**src/rtl/instr_check_sequencer.sv**
```systemverilog
`default_nettype none
// ============================================================================
// Module      : instr_check_sequencer
// Description : Steps a CPU through a table of instruction vectors. Each
//               vector is issued with a one-cycle step strobe, given SETTLE
//               cycles to propagate, then the CPU result is compared against
//               the stored expectation. Reports pass/fail totals and the index
//               of the first failing vector.
// Revision    : 1.0 - initial release
// ============================================================================
module instr_check_sequencer #(
  parameter int DEPTH        = 8,
  parameter int DATA_W       = 32,
  parameter int SETTLE       = 1,
  parameter int STOP_ON_FAIL = 0,
  localparam int AW          = $clog2(DEPTH)
) (
  input  logic              clk,
  input  logic              rst,
  input  logic              load_en,
  input  logic [AW-1:0]     load_addr,
  input  logic [31:0]       load_instr,
  input  logic [DATA_W-1:0] load_expect,
  input  logic              load_check,
  input  logic              start,
  input  logic [AW:0]       num_vec,
  input  logic [DATA_W-1:0] result_in,
  output logic [31:0]       instr_out,
  output logic              step,
  output logic              busy,
  output logic              done,
  output logic              all_pass,
  output logic [AW:0]       fail_cnt,
  output logic [AW-1:0]     first_fail_idx,
  output logic              first_fail_valid
);

  typedef enum logic [2:0] {
    S_IDLE   = 3'd0,
    S_ISSUE  = 3'd1,
    S_SETTLE = 3'd2,
    S_CHECK  = 3'd3,
    S_DONE   = 3'd4
  } state_t;

  localparam logic [31:0] c_nop         = 32'hE1A00000;
  localparam int          c_settle_last = (SETTLE > 0) ? SETTLE - 1 : 0;
  localparam logic [AW:0] c_depth       = (AW+1)'(DEPTH);
  localparam logic [AW:0] c_fail_max    = '1;

  // Vector storage; deliberately not reset so a table survives a reset.
  logic [31:0]       tbl_instr_q  [DEPTH];
  logic [DATA_W-1:0] tbl_expect_q [DEPTH];
  logic              tbl_check_q  [DEPTH];

  state_t            state_q, state_d;
  logic              launch_q, launch_d;
  logic [AW-1:0]     idx_q, idx_d;
  logic [AW:0]       n_q, n_d;
  logic [3:0]        settle_q, settle_d;
  logic [AW:0]       fail_cnt_q, fail_cnt_d;
  logic [AW-1:0]     ffi_q, ffi_d;
  logic              ffv_q, ffv_d;
  logic [31:0]       instr_q, instr_d;

  logic              accepting;
  logic              mismatch;
  logic              last_vec;

  assign accepting = (state_q == S_IDLE) || (state_q == S_DONE);
  assign mismatch  = (state_q == S_CHECK) && tbl_check_q[idx_q] &&
                     (result_in != tbl_expect_q[idx_q]);
  assign last_vec  = ({1'b0, idx_q} == (n_q - (AW+1)'(1)));

  // Table write port, only open while no run is in flight.
  always_ff @(posedge clk) begin
    if (load_en && accepting) begin
      tbl_instr_q[load_addr]  <= load_instr;
      tbl_expect_q[load_addr] <= load_expect;
      tbl_check_q[load_addr]  <= load_check;
    end
  end

  // Next-state and datapath updates. A start is taken in a one-cycle launch
  // phase (IDLE with launch_q set) before the first vector is issued.
  always_comb begin
    state_d    = state_q;
    launch_d   = 1'b0;
    idx_d      = idx_q;
    n_d        = n_q;
    settle_d   = settle_q;
    fail_cnt_d = fail_cnt_q;
    ffi_d      = ffi_q;
    ffv_d      = ffv_q;
    instr_d    = instr_q;

    case (state_q)
      S_IDLE, S_DONE: begin
        if (launch_q) begin
          state_d = (n_q == '0) ? S_DONE : S_ISSUE;
        end else if (start) begin
          state_d    = S_IDLE;
          launch_d   = 1'b1;
          idx_d      = '0;
          n_d        = (num_vec > c_depth) ? c_depth : num_vec;
          fail_cnt_d = '0;
          ffi_d      = '0;
          ffv_d      = 1'b0;
        end
      end
      S_ISSUE: begin
        if (SETTLE == 0) begin
          state_d = S_CHECK;
        end else begin
          state_d  = S_SETTLE;
          settle_d = 4'(c_settle_last);
        end
      end
      S_SETTLE: begin
        if (settle_q == 4'd0) begin
          state_d = S_CHECK;
        end else begin
          settle_d = settle_q - 4'd1;
        end
      end
      S_CHECK: begin
        if (mismatch) begin
          if (fail_cnt_q != c_fail_max) begin
            fail_cnt_d = fail_cnt_q + (AW+1)'(1);
          end
          if (!ffv_q) begin
            ffi_d = idx_q;
            ffv_d = 1'b1;
          end
        end
        if (last_vec || ((STOP_ON_FAIL != 0) && mismatch)) begin
          state_d = S_DONE;
        end else begin
          state_d = S_ISSUE;
          idx_d   = idx_q + (AW)'(1);
        end
      end
      default: state_d = S_IDLE;
    endcase

    // The instruction register captures the vector as ISSUE is entered.
    if (state_d == S_ISSUE) begin
      instr_d = tbl_instr_q[idx_d];
    end
  end

  // Control and status registers with asynchronous active-low reset.
  always_ff @(posedge clk or negedge rst) begin
    if (!rst) begin
      state_q    <= S_IDLE;
      launch_q   <= 1'b0;
      idx_q      <= '0;
      n_q        <= '0;
      settle_q   <= 4'd0;
      fail_cnt_q <= '0;
      ffi_q      <= '0;
      ffv_q      <= 1'b0;
      instr_q    <= c_nop;
    end else begin
      state_q    <= state_d;
      launch_q   <= launch_d;
      idx_q      <= idx_d;
      n_q        <= n_d;
      settle_q   <= settle_d;
      fail_cnt_q <= fail_cnt_d;
      ffi_q      <= ffi_d;
      ffv_q      <= ffv_d;
      instr_q    <= instr_d;
    end
  end

  assign instr_out        = instr_q;
  assign step             = (state_q == S_ISSUE);
  assign busy             = (state_q == S_ISSUE) || (state_q == S_SETTLE) ||
                            (state_q == S_CHECK);
  assign done             = (state_q == S_DONE);
  assign all_pass         = done && (fail_cnt_q == '0);
  assign fail_cnt         = fail_cnt_q;
  assign first_fail_idx   = ffi_q;
  assign first_fail_valid = ffv_q;

endmodule
`default_nettype wire
```
**config.mk**
```make
export PLATFORM = sky130hd
export DESIGN_NAME = instr_check_sequencer
export DESIGN_NICKNAME = d
export VERILOG_FILES = /design/src/rtl/instr_check_sequencer.sv
export SDC_FILE = /design/constraint.sdc
export NUM_CORES = 1
export LEC_CHECK = 0
export BUFFER_PORTS_ARGS = -buffer_cell sky130_fd_sc_hd__buf_2
export CORE_MARGIN = 1
export CORE_UTILIZATION = 55
export DETAILED_ROUTE_END_ITERATION = 12
export GPL_ROUTABILITY_DRIVEN = 0
export HOLD_SLACK_MARGIN = 0.02
export PLACE_DENSITY_LB_ADDON = 0.3
export SKIP_CTS_REPAIR_TIMING = 1
export SYNTH_ARGS = -nofsm -noshare
export SYNTH_HDL_FRONTEND = slang
export SYNTH_SLANG_ARGS = --single-unit
```
**constraint.sdc**
```tcl
create_clock -name clk -period 7.3 [get_ports clk]
set_input_delay 0.365 -clock clk [delete_from_list [all_inputs] [get_ports clk]]
set_output_delay 0.365 -clock clk [all_outputs]
set_load 0.005 [all_outputs]
```
---- Yosys cells after proc, flatten, opt, wreduce, memory -nomap -nowiden ----
Memories as Yosys holds them, arrays and structs flattened. A register that Yosys moved wholly into a read port is not among the register bits.
Cells that the tools add are included.
word-level totals
  memories ................................ 3
  RAM bits ................................ 520
  output and inout bits ................... 44
  register bits ........................... 23
  word-level logic and storage cells ...... 83
  bits of input ports ..................... 108
memories
  name          depth  width  read ports  clocked after memory_dff  wr ports  line  source
  tbl_expect_q  8      32     1           0                         1         53    logic [DATA_W-1:0] tbl_expect_q [DEPTH];
  tbl_instr_q   8      32     1           1                         1         52    logic [31:0] tbl_instr_q [DEPTH];
  tbl_check_q   8      1      1           0                         1         54    logic tbl_check_q [DEPTH];
operators by class
  magnitude comparators ................... 1
  bitwise logic cells ..................... 1
  multiplexer cells ....................... 32
  reductions and logical operators ........ 20
  add/sub/neg operators ................... 4
  eq/ne operators ......................... 14
operator list
  kind                   number
  $mux W3                12
  $ne A32 B32 Y1         1
  $mux W4                6
  $pmux W4 S2            2
  $logic_not A4 Y1       3
  $pmux W3 S2            2
  $pmux W3 S4            1
  $ne A2 B2 Y1 const B   5
  $reduce_and A5 Y1      2
  $mux W1                8
  $sub A4 B1 Y4 const B  2
  $eq A3 B1 Y1 const B   2
  $eq A3 B2 Y1 const B   2
  $add A4 B1 Y4 const B  1
  $eq A3 B4 Y1           1
  $gt A4 B4 Y1 const B   1
  $logic_and A1 B1 Y1    4
  $ne A4 B4 Y1 const B   1
  $reduce_and A4 Y1      1
  $reduce_bool A2 Y1     2
  $add A3 B1 Y3 const B  1
  $eq A3 B3 Y1 const B   1
  $logic_not A3 Y1       1
  $logic_or A1 B1 Y1     3
  other kinds (7)        7

---- Logic depth before layout (Yosys ltp) ----
  depth after elaboration ................. 5
  gate-level depth with buffers ........... 14
  mapped depth without buffers ............ 10

---- Worst setup path before layout ----
OpenSTA, ideal clock, no wires.
  kind .................................... register to register
  start point ............................. register state_q[1]
  end point ............................... memory tbl_check_q[1] (enable)
  cell stages (with the launch flop) ...... 4
  path buffers ............................ 0
  setup slack ............................. 1.467 ns
  required time ........................... 6.731 ns
  setup time .............................. 0.569 ns
  period minus slack after synthesis ...... 5.833 ns
  data arrival time ....................... 5.264 ns
  cells stage by stage .................... dfrtp_1 nor2_1 nand3_1 nor3_1
between the ends
  word-level cells in the longest chain between the ends .. 5
  elaborated cells between the ends (all ways) .. 6
  those cells by class .................... eq/ne (1); mux (2); reduce/logical (3)
ends and longest elaborated chain
  element                                                  line  source
  start, declared                                          56    state_t state_q, state_d;
  start signal, assigned                                   165   state_q <= state_d;
  $eq A3 B3 Y1 / $logic_not A3 Y1 (equally long branches)  70    assign accepting = (state_q == S_IDLE) || (state_q == S_DONE);
  $logic_or A1 B1 Y1 (*)                                   70
  $logic_and A1 B1 Y1 (*)                                  77    if (load_en && accepting) begin
  $mux W1 (*)                                              77
  $mux W1 (implied by the code) (*)                        80    tbl_check_q[load_addr] <= load_check;
  end, declared                                            54
Every way passes the cells marked *; elsewhere a longest branch is shown, timed or not.

---- Final worst setup path ----
  start point ............................. register idx_q[0]
  end point ............................... register fail_cnt_q[0], in the netlist fail_cnt[0]
between the ends
  word-level cells in the longest chain between the ends .. 5
  elaborated cells between the ends (all ways) .. 7
  those cells by class .................... eq/ne (2); reduce/logical (3); memory (2)
ends and longest elaborated chain
  element                                                       line    source
  start, declared                                               58      logic [AW-1:0] idx_q, idx_d;
  start signal, assigned                                        167     idx_q <= idx_d;
  $mem_v2 Z8 W32 / $mem_v2 Z8 W1 (equally long branches)        n/a
  $ne A32 B32 Y1 / $logic_and A1 B1 Y1 (equally long branches)  72, 71
  $logic_and A1 B1 Y1 (*)                                       71      assign mismatch = (state_q == S_CHECK) && tbl_check_q[idx_q] &&
  $ne A2 B2 Y1 (no source line) (*)                             n/a
  $reduce_and A5 Y1 (no source line) (*)                        n/a
  end signal, assigned                                          170     fail_cnt_q <= fail_cnt_d;
  end, declared                                                 61      logic [AW:0] fail_cnt_q, fail_cnt_d;
Marks and branches as above.
A chain may end at the register's enable or synchronous reset.

==> results.toml <==
[global_route]
overflow = 0
antenna_found_initial = 4
grt_pass1_wl_um = 68740
track_usage = 0.2218
grt_pass1_vias = 11770
grt_start_max_net_pins = 93

[yosys]
synth_top_family_by_area = "multiplexers"
synth_cells = 1224
synth_common_cells = "520 x edfxtp_1, 266 x mux2i_1, 58 x nor2_1"
synth-edff-count = 520
synth_area_per_cell_um2 = 18.68
synthTopCellsByArea = "edfxtp_1 68%, mux2i_1 12%, dfrtp_1 5.4%, mux4_2 4.3%, nor2_1 0.95%"
async_reset_ff_frac = 0.09565
yosysMostFrequentCell = "edfxtp_1"
syn_area_um2 = 22870
yosysTopAreaCellShare = 0.6829
synth_nets = 1339
yosys.area.top_type = "edfxtp_1"
ys_types = 55
synth-xor-area-share = 0.01100
synthAdderAreaFrac = 0.003830
synth_compound_area_frac = 0.02205
yosys.area_share.simple = 0.02966
synth_seq_cells = 575
seq_area_frac_synth = 0.7434
yosysWarnings = 0
muxShareOfSynthArea = 0.1750
synth_top_flop_cell = "edfxtp_1"

[place]
port-buffer-count = 151
placed_cell_area_um2 = 24230
post-dp-hpwl_um = 25540

[die]
die_width_um = 205.9
ioPinCount = 152
fp.dieH_um = 205.9
core_area_um2 = 40920
dieArea_um2 = 42390
std_cell_rows = 74
initial_core_util = 0.5588

[clock_tree]
cts_tree = "built"
cts_made_buffers = 56
cts_sinks = 575
clk_pin_slew_worst_paths_ns = 0.06
cts-htree-levels = 2
clockBufferDepth = 3
clock_latency_ns = 0.62
cts-root-buf = "clkbuf_16"

[power_and_ir_drop]
p_sw_mw = 2.740
ir_worst_vdd_mv = 0.3822
pwr-share-clk = 0.316
internal-power_mw = 6.870
power.density_nw_per_um2 = 363.0
swShare = 0.2851
combPwrFrac = 0.268
p_seq_frac = 0.416
p_leak_nw = 9.161

[route]
ant_nets = 0
drt_iter0_drc = 786
drt-wirelength-per-cell_um = 22.82
vias_per_cell = 5.782
drtPass1Iterations = 5
drc_errors = 0
drt-total-wl_um = 45910
vias = 11630

[sta]
final-setup-viol-count = 0
rsz0062_at_grt = "false"
hold_viol = 0
fin_crit_sh = 0.5934
fin_crit_ns = 4.331
slew_violations = 0
setup_tns_ns = 0
max_freq_mhz = 230.9
slew-limit-headroom = 0.2273
worstMarginPinSlew_ns = 1.156
finalClockSkew_ns = 0.03052

[worst_setup_path]
cp.arrival_ns = 4.83
required_ns = 7.80
worstRegToRegCells = 9
path_class = "reg -> reg"
critPathMaxFanout = 46
startpoint_type = "flip-flop"
end_kind = "flip-flop"

[worst_hold_path]
hold-path-cell-count = 1
min_path_type = "in -> reg"

[cells_and_area]
area_growth_pct = 15.79
fin_nets = 1545
drive_gt1_frac = 0.2322
final_area_um2 = 26480

[flow_run]
maxCapViolations = 0

[run_status]
outcome = "completed"
==> flip-flops by register name (all words and copies together) (netlist names) <==
name / flops
tbl_expect_q: 256
tbl_instr_q: 256
instr_out: 32
tbl_check_q: 8
fail_cnt: 4
n_q: 4
settle_q: 4
first_fail_idx: 3
idx_q: 3
state_q: 3
first_fail_valid: 1
launch_q: 1
==> final cells by class <==
class / instances / area [um^2]
Inverter: 12 / 45.04
Tap cell: 532 / 665.6
Fill cell: 2815 / 14450
Clock buffer: 69 / 1460
Multi-Input combinational cell: 586 / 5612
Antenna cell: 3 / 7.507
Sequential cell: 575 / 17000
Timing Repair Buffer: 199 / 1186
Clock inverter: 36 / 496.7
==> layer usage <==
metal  vias up  routed length [um]  global-route usage
met5         -                  13                   0
met4         2                 978             0.06880
met3        74                3169             0.05314
met2       350               22680              0.3665
met1      5935               19060              0.2928
li1       5273                   -                   -
==> metrics by stage <==
step / std cells / total power [mW] / utilization / worst slack (ns) / hold WS [ns]
6_report: 2012 / 9.610 / 0.6470 / 2.969 / 0.02638
5_1_grt: 2012 / 10.04 / 0.6470 / 2.656 / 0.02037
4_1_cts: 1981 / 9.681 / 0.6399 / 2.912 / -0.05201
3_5_place_dp: 1876 / 6.650 / 0.5921 / 2.916 / 0.4908
3_3_place_gp: 1876 / 6.591 / 0.5921 / 2.956 / 0.4864
2_1_floorplan: 1224 / 6.026 / - / 1.467 / 0.06941
==> layout by cell type, fill, tap and decap left out, types with 7 or more instances in the layout <==
cell	instances
edfxtp_1	520
dlygate4sd3_1	28
ha_1	7
nand2_1	24
a21oi_1	38
o22ai_1	8
clkinv_1	9
clkbuf_1	12
mux2_2	16
mux4_2	44
buf_2	151
nor4_1	7
o21ai_0	13
or3_1	7
mux2i_1	266
dfrtp_1	47
bufinv_16	12
xnor2_1	21
buf_4	20
nor2_1	52
clkbuf_16	56
clkinv_2	11
inv_1	9
==> power by group through the flow <==
stage	clock, mW	combinational, mW	sequential [mW]
after floorplan	0	2.03	4.00
after global placement	0	2.53	4.06
after detailed placement	0	2.59	4.06
after CTS	3.08	2.59	4.00
after global routing	3.20	2.80	4.03
final	3.04	2.57	4.00
==> final timing paths <==
| kind | startpoint | endpoint | slack (ns) |
|---|---|---|---|
| worst max-delay path | idx_q[0]$_DFF_PN0_ | fail_cnt[0]$_DFFE_PN0P_ | 2.97 |
| worst min-delay path | load_expect[4] | tbl_expect_q[3][4]$_DFFE_PP_ | 0.03 |
| worst max register to register | idx_q[0]$_DFF_PN0_ | fail_cnt[0]$_DFFE_PN0P_ | 2.97 |
| worst min register to register | instr_out[30]$_DFFE_PN1N_ | instr_out[30]$_DFFE_PN1N_ | 0.50 |
| max in group asynchronous | rst | idx_q[0]$_DFF_PN0_ | 6.14 |
| min in group asynchronous | rst | instr_out[25]$_DFFE_PN0N_ | 0.47 |
==> kinds of logic after synthesis <==
kind of cell    count (synthesis)
compound gates                 82
xor+xnor                       27
fa+ha+maj                       7
buf+inv                        63
flops                         575
mux                           333
simple gates                  137
==> worst max-delay path, stage by stage, from the launching register on <==
cell	delay, ns
dfrtp_4	0.91
buf_4	0.70
mux4_1	0.63
mux2i_1	0.17
xor2_1	0.19
nand3_1	0.09
or4_4	0.58
nor4_4	0.43
nor4b_1	0.11
a311o_1	0.33
No activity file was read; power rests on OpenSTA's default activity.
